--- src/rtl/inverse_permutation_if.sv ---
// Slice stream bundle for the inverse permutation stage: input slice handshake,
// decoded output handshake, and matrix-level control/status.
interface inverse_permutation_if #(
    parameter int unsigned N  = 25,
    parameter int unsigned CW = 6
);
    logic          start;
    logic          in_valid;
    logic          in_ready;
    logic [N-1:0]  in_slice;
    logic          out_valid;
    logic          out_ready;
    logic [N-1:0]  out_slice;
    logic [CW-1:0] out_index;
    logic          busy;
    logic          done;

    // Driver side: slice reader upstream and consumer downstream.
    modport master (
        output start, in_valid, in_slice, out_ready,
        input  in_ready, out_valid, out_slice, out_index, busy, done
    );

    // Block side.
    modport slave (
        input  start, in_valid, in_slice, out_ready,
        output in_ready, out_valid, out_slice, out_index, busy, done
    );
endinterface

--- src/rtl/inverse_permutation.sv ---
// Decoder-side inverse of the 5x5 lane permutation. Takes one matrix of DEPTH
// slices after a start pulse, un-permutes each slice and presents it on a
// registered valid/ready output; done pulses once the last slice is delivered.
// Lane (a,b) lives at bit 5*b+a; the lane mapping is hard-wired for N = 25.
module inverse_permutation #(
    parameter int unsigned N     = 25,
    parameter int unsigned DEPTH = 64,
    parameter int unsigned CW    = 6
) (
    input logic                 clk,
    input logic                 rst,
    inverse_permutation_if.slave bus
);

    typedef enum logic [1:0] {StIdle, StRun, StDrain} state_e;

    state_e        state_q, state_d;
    logic [CW-1:0] in_count_q, in_count_d;
    logic [CW-1:0] out_index_q, out_index_d;
    logic [N-1:0]  out_slice_q, out_slice_d;
    logic          out_valid_q, out_valid_d;
    logic          done_q, done_d;

    logic [N-1:0]  slice_inv;
    logic          accept;
    logic          out_hs;
    logic          last_slice;

    // Inverse lane mapping: out lane (x,y) takes in lane (y, (2x+3y) mod 5).
    always_comb begin
        slice_inv = '0;
        for (int y = 0; y < 5; y++) begin
            for (int x = 0; x < 5; x++) begin
                slice_inv[5*y+x] = bus.in_slice[5*((2*x+3*y)%5)+y];
            end
        end
    end

    // Input is only taken in RUN, and only when the output register frees up.
    assign bus.in_ready = (state_q == StRun) && (!out_valid_q || bus.out_ready);
    assign accept       = bus.in_valid && bus.in_ready;
    assign out_hs       = out_valid_q && bus.out_ready;
    assign last_slice   = (in_count_q == CW'(DEPTH - 1));

    // Next-state for the FSM, slice counter and output register.
    always_comb begin
        state_d     = state_q;
        in_count_d  = in_count_q;
        out_index_d = out_index_q;
        out_slice_d = out_slice_q;
        out_valid_d = out_valid_q;
        done_d      = 1'b0;

        unique case (state_q)
            StIdle: begin
                // A start coinciding with done is honoured here as well.
                if (bus.start) begin
                    state_d    = StRun;
                    in_count_d = '0;
                end
            end
            StRun: begin
                if (accept) begin
                    out_slice_d = slice_inv;
                    out_index_d = in_count_q;
                    out_valid_d = 1'b1;
                    if (last_slice) begin
                        // Counter parks at DEPTH-1; DRAIN prevents any wrap.
                        state_d = StDrain;
                    end else begin
                        in_count_d = in_count_q + CW'(1);
                    end
                end else if (out_hs) begin
                    out_valid_d = 1'b0;
                end
            end
            StDrain: begin
                if (out_hs) begin
                    out_valid_d = 1'b0;
                    done_d      = 1'b1;
                    state_d     = StIdle;
                end
            end
            default: state_d = StIdle;
        endcase
    end

    // All state registers; asynchronous clear discards any partial matrix.
    always_ff @(posedge clk or negedge rst) begin
        if (!rst) begin
            state_q     <= StIdle;
            in_count_q  <= '0;
            out_index_q <= '0;
            out_slice_q <= '0;
            out_valid_q <= 1'b0;
            done_q      <= 1'b0;
        end else begin
            state_q     <= state_d;
            in_count_q  <= in_count_d;
            out_index_q <= out_index_d;
            out_slice_q <= out_slice_d;
            out_valid_q <= out_valid_d;
            done_q      <= done_d;
        end
    end

    assign bus.out_valid = out_valid_q;
    assign bus.out_slice = out_slice_q;
    assign bus.out_index = out_index_q;
    assign bus.done      = done_q;
    assign bus.busy      = (state_q != StIdle);

endmodule
--- src/flat_wrapper.sv ---
// flat-port wrapper written by rule: the top's interface ports become plain ports
module inverse_permutation_flat 
#(
    parameter int unsigned N     = 25,
    parameter int unsigned DEPTH = 64,
    parameter int unsigned CW    = 6
)
  (clk, rst, bus_start, bus_in_valid, bus_in_slice, bus_out_ready, bus_in_ready, bus_out_valid, bus_out_slice, bus_out_index, bus_busy, bus_done);
  inverse_permutation_if #(.N(N), .CW(CW)) bus_i ();
  input logic clk;
  input logic rst;
  input wire logic [$bits(bus_i.start)-1:0] bus_start;
  input wire logic [$bits(bus_i.in_valid)-1:0] bus_in_valid;
  input wire logic [$bits(bus_i.in_slice)-1:0] bus_in_slice;
  input wire logic [$bits(bus_i.out_ready)-1:0] bus_out_ready;
  output wire logic [$bits(bus_i.in_ready)-1:0] bus_in_ready;
  output wire logic [$bits(bus_i.out_valid)-1:0] bus_out_valid;
  output wire logic [$bits(bus_i.out_slice)-1:0] bus_out_slice;
  output wire logic [$bits(bus_i.out_index)-1:0] bus_out_index;
  output wire logic [$bits(bus_i.busy)-1:0] bus_busy;
  output wire logic [$bits(bus_i.done)-1:0] bus_done;
  assign bus_i.start = bus_start;
  assign bus_i.in_valid = bus_in_valid;
  assign bus_i.in_slice = bus_in_slice;
  assign bus_i.out_ready = bus_out_ready;
  assign bus_in_ready = bus_i.in_ready;
  assign bus_out_valid = bus_i.out_valid;
  assign bus_out_slice = bus_i.out_slice;
  assign bus_out_index = bus_i.out_index;
  assign bus_busy = bus_i.busy;
  assign bus_done = bus_i.done;
  inverse_permutation #(.N(N), .DEPTH(DEPTH), .CW(CW)) u_core (.clk(clk), .rst(rst), .bus(bus_i));
endmodule
--- config.mk ---
export PLATFORM = sky130hd
export DESIGN_NAME = inverse_permutation_flat
export DESIGN_NICKNAME = d
export VERILOG_FILES = /design/src/rtl/inverse_permutation_if.sv /design/src/rtl/inverse_permutation.sv /design/src/flat_wrapper.sv
export SDC_FILE = /design/constraint.sdc
export NUM_CORES = 1
export LEC_CHECK = 0
export CORE_MARGIN = 4
export CORE_UTILIZATION = 30
export DETAILED_ROUTE_END_ITERATION = 10
export GPL_TIMING_DRIVEN = 0
export HOLD_SLACK_MARGIN = 0.06
export PLACE_DENSITY = 0.63
export SETUP_SLACK_MARGIN = 0.2
export SLEW_MARGIN = 20
export SYNTH_ARGS = -nofsm -noshare
export SYNTH_HDL_FRONTEND = slang
export SYNTH_SLANG_ARGS = --single-unit
--- constraint.sdc ---
create_clock -name clk -period 2.67 [get_ports clk]
set_input_delay 0.801 -clock clk [delete_from_list [all_inputs] [get_ports clk]]
set_output_delay 0.801 -clock clk [all_outputs]
set_load 0.02 [all_outputs]
==> summary.md <==
| Metric | Value |
|---|---|
| Outcome | `complete, no violations` |
| Yosys cell types | `33` |
| Syn_area_per_cell | `13.4 um^2` |
| Chip Height | `88.2 um` |
| Synth area leaders | `dfrtp_1 53%, mux2_4 19%, ha_1 3.2%` |
| Cell area after synthesis | `1930 um^2` |
| Final Slew Violations | `0` |
| Drt pass-1 iters | `4` |
| Inserted Diodes | `0` |
| Yosys warns | `0` |
| H-tree level count | `2` |
| Vias | `1370` |
| Most frequent cells in the layout | `59 x clkdlybuf4s50_1, 41 x dfrtp_1, 25 x mux2_4, 11 x nand2_1, 8 x o21ai_0` |
| Finish-stage setup viols | `0` |
| Clock transition at path regs | `0.08 ns` |
| CTS Buffer Depth | `2` |
| Nets | `251` |
| Drt first-iter violations | `71` |
| Tcrit/Tclk final | `90.9%` |
| Max-cap check violation count | `0` |
| Detail-routed net length per standard cell | `14.6 um` |
| Clk_skew | `0.00594 ns` |
| Grt peak-use layer | `met2` |
| Synthesis-to-layout area growth | `44.2%` |
| Layout cells sized above 1 | `22.6%` |
| RSZ-0062 raised after global routing | `no` |
| CTS root buffer | `clkbuf_8` |
| Most common cell after layout, fill and taps aside | `clkdlybuf4s50_1` |
| Final core utilization | `45.7%` |
| Full die area | `7790 um^2` |
| Crit start category | `input port` |
| End of the critical path | `bus_in_ready` |
| GR Util met1 | `15.5%` |
| Number of global-route vias before repair | `1393` |
| Post-DRT Antenna Nets | `0` |
| Fmax | `412 MHz` |
| Global-route wire length before repair | `7.03 mm` |
| FP Rows | `28` |
| DR vias/cell | `4.69` |
| CTS tree | `done` |
| CP Max Fanout | `4` |
| Max-slew headroom | `60.3%` |
| R2R Path End | `u_core.state_q[0]$_DFFE_PN0P_` |
| All-Layer GR Usage | `11.6%` |
| Initial Util | `31.7%` |
| Post-route DRC | `0` |
| Post-DP HPWL | `3.08 mm` |
| Synth top area share | `53.1%` |
| Largest area contributor in the netlist | `dfrtp_1` |
| GR Util met3 | `3.26%` |
| Worst hold start | `u_core.bus.out_index[1]$_DFFE_PN0P_` |
| GP Congestion | `0.829` |
| CP startpoint | `bus_out_ready` |
| I/O pin cnt | `65` |
| Slew @ Worst Pin | `0.595 ns` |
| Syn Nets | `179` |
| Filler cells | `567` |
| Congestion Overflow GR | `0` |
| Cells after Synth | `144` |
| Cts bufs inserted | `5` |
| GRT met2 Usage | `18.4%` |
| Clk_lat worst skew | `0.29 ns` |
| Fin. Hold Viols | `0` |
| Port bufs | `63` |
| FF-to-FF Start | `u_core.in_count_q[0]$_DFFE_PN0P_` |
| Peak supply drop | `0.000545 V` |
| Cell Pwr Density | `1110 nW/um^2` |
| #FFs+latches synth | `41` |
| Worst R2R Path Depth | `5` |
| Initial antenna violation count | `0` |
| CP Class | `input port to primary output` |
| Largest net degree at the start of global routing | `24` |
| HP Class | `register to register` |
| Drt total wl | `4.27 mm` |
| Leakage | `1.26 nW` |
| Critical path data arrival time | `1.63 ns` |
| Width of the die | `88.2 um` |
| Sequential share of the synthesized area | `53.1%` |
| DP Worst Slack | `-0.445 ns` |
| Final Power | `3.10 mW` |
| Setup crit end kind | `primary output` |
| Final Worst Setup Slack | `0.243 ns` |
| Clk sinks | `41` |
| Core area | `6100 um^2` |
| CP required | `1.87 ns` |
| Minimum clock period | `2.43 ns` |
| Worst reg-to-reg setup slack | `0.90 ns` |
[kinds of logic (layout without fill, tap and decap cells)]
logic type                 after synthesis  count (layout)  share of synthesized area, %
AOI/OAI and AO/OA                       24              24                          7.90
and+or+nand+nor                         30              30                          8.61
buffers and inverters                   12              85                          3.76
DFF                                     41              41                          53.1
adders and majority gates                5               5                          3.24
muxes                                   32              32                          23.4
[metal layers]
layer / up-vias / wire, um / part of all wire (%)
li1: 658 / - / -
met1: 669 / 1960 / 46
met2: 36 / 1990 / 47
met3: 7 / 264 / 6.2
met4: 0 / 48 / 1.1
met5: - / 0 / 0
[flip-flops by register name, indices dropped and copies added (netlist names)]
name,count
u_core.bus.out_slice,25
u_core.bus.out_valid,1
u_core.state_q,2
u_core.in_count_q,6
u_core.bus.out_index,6
u_core.bus.done,1
[how the worst min path moves through the flow]
stage	endpoint	slack (ns)	cells after the start
2_1_floorplan	u_core.in_count_q[3]$_DFFE_PN0P_	0.48	1
3_3_place_gp	u_core.bus.out_index[3]$_DFFE_PN0P_	0.47	2
3_5_place_dp	u_core.bus.out_index[3]$_DFFE_PN0P_	0.48	2
4_1_cts	u_core.bus.out_index[3]$_DFFE_PN0P_	0.50	2
5_1_grt	u_core.bus.out_slice[24]$_DFFE_PN0P_	0.52	1
6_report	u_core.bus.out_index[1]$_DFFE_PN0P_	0.49	2
[Yosys cell counts]
cell type / number
buf_2: 1
o31ai_1: 1
o221ai_1: 1
and4_1: 1
a41oi_1: 2
o21a_1: 1
o21ai_0: 8
and2_1: 2
o22ai_1: 1
buf_6: 3
nand3_4: 1
mux2_4: 25
nand3_1: 2
inv_1: 6
nand2b_1: 3
mux2_2: 5
buf_4: 1
nor2_1: 1
and3_1: 3
clkbuf_1: 1
nor3_1: 2
nand2_1: 11
o211ai_1: 2
a311oi_1: 1
o311ai_0: 1
nand4_1: 2
ha_1: 5
mux2i_1: 2
nor2b_1: 2
o21ai_1: 1
dfrtp_1: 41
a21o_1: 1
a21oi_1: 4
[stage by stage]
step / hold WS [ns] / cell area [um^2] / instances / TNS, ns
floorplan: 0.480 / 1930 / 144 / 0
global placement: 0.468 / 2660 / 282 / -14.41
detailed placement: 0.479 / 2680 / 283 / -0.445
CTS: 0.498 / 2770 / 291 / 0
global route: 0.520 / 2790 / 292 / 0
finish: 0.487 / 2790 / 292 / 0
[critical path, stage by stage]
cell and delay (ns):
dlygate4sd2_1 0.26, nand2b_1 0.16, buf_6 0.12, and2_1 0.14, buf_4 0.15
[cell type report]
class	instances	area, um^2	area share [%]
Multi-Input combinational cell	91	836	30.0
Tap cell	75	93.8	3.37
Timing Repair Buffer	65	656	23.5
Sequential cell	41	1030	36.8
Clock inverter	2	13.8	0.494
Buffer	6	56.3	2.02
Clock buffer	6	82.6	2.96
Inverter	6	22.5	0.808
[power by group]
part | switching (mW) | total [mW] | internal (mW)
sequential | 0.172 | 1.05 | 0.876
combinational | 0.730 | 1.62 | 0.895
clock | 0.218 | 0.428 | 0.210
total | 1.12 | 3.10 | 1.98
[what timing repair did]
action                                  CTS  global route
endpoints found under the hold margin     0             0
endpoints found under the setup margin    2             1
pin swaps                                 0             0
resized for setup                         6             4
hold buffers                              0             0
setup buffers                             0             1
No activity file was read; power rests on OpenSTA's default activity.
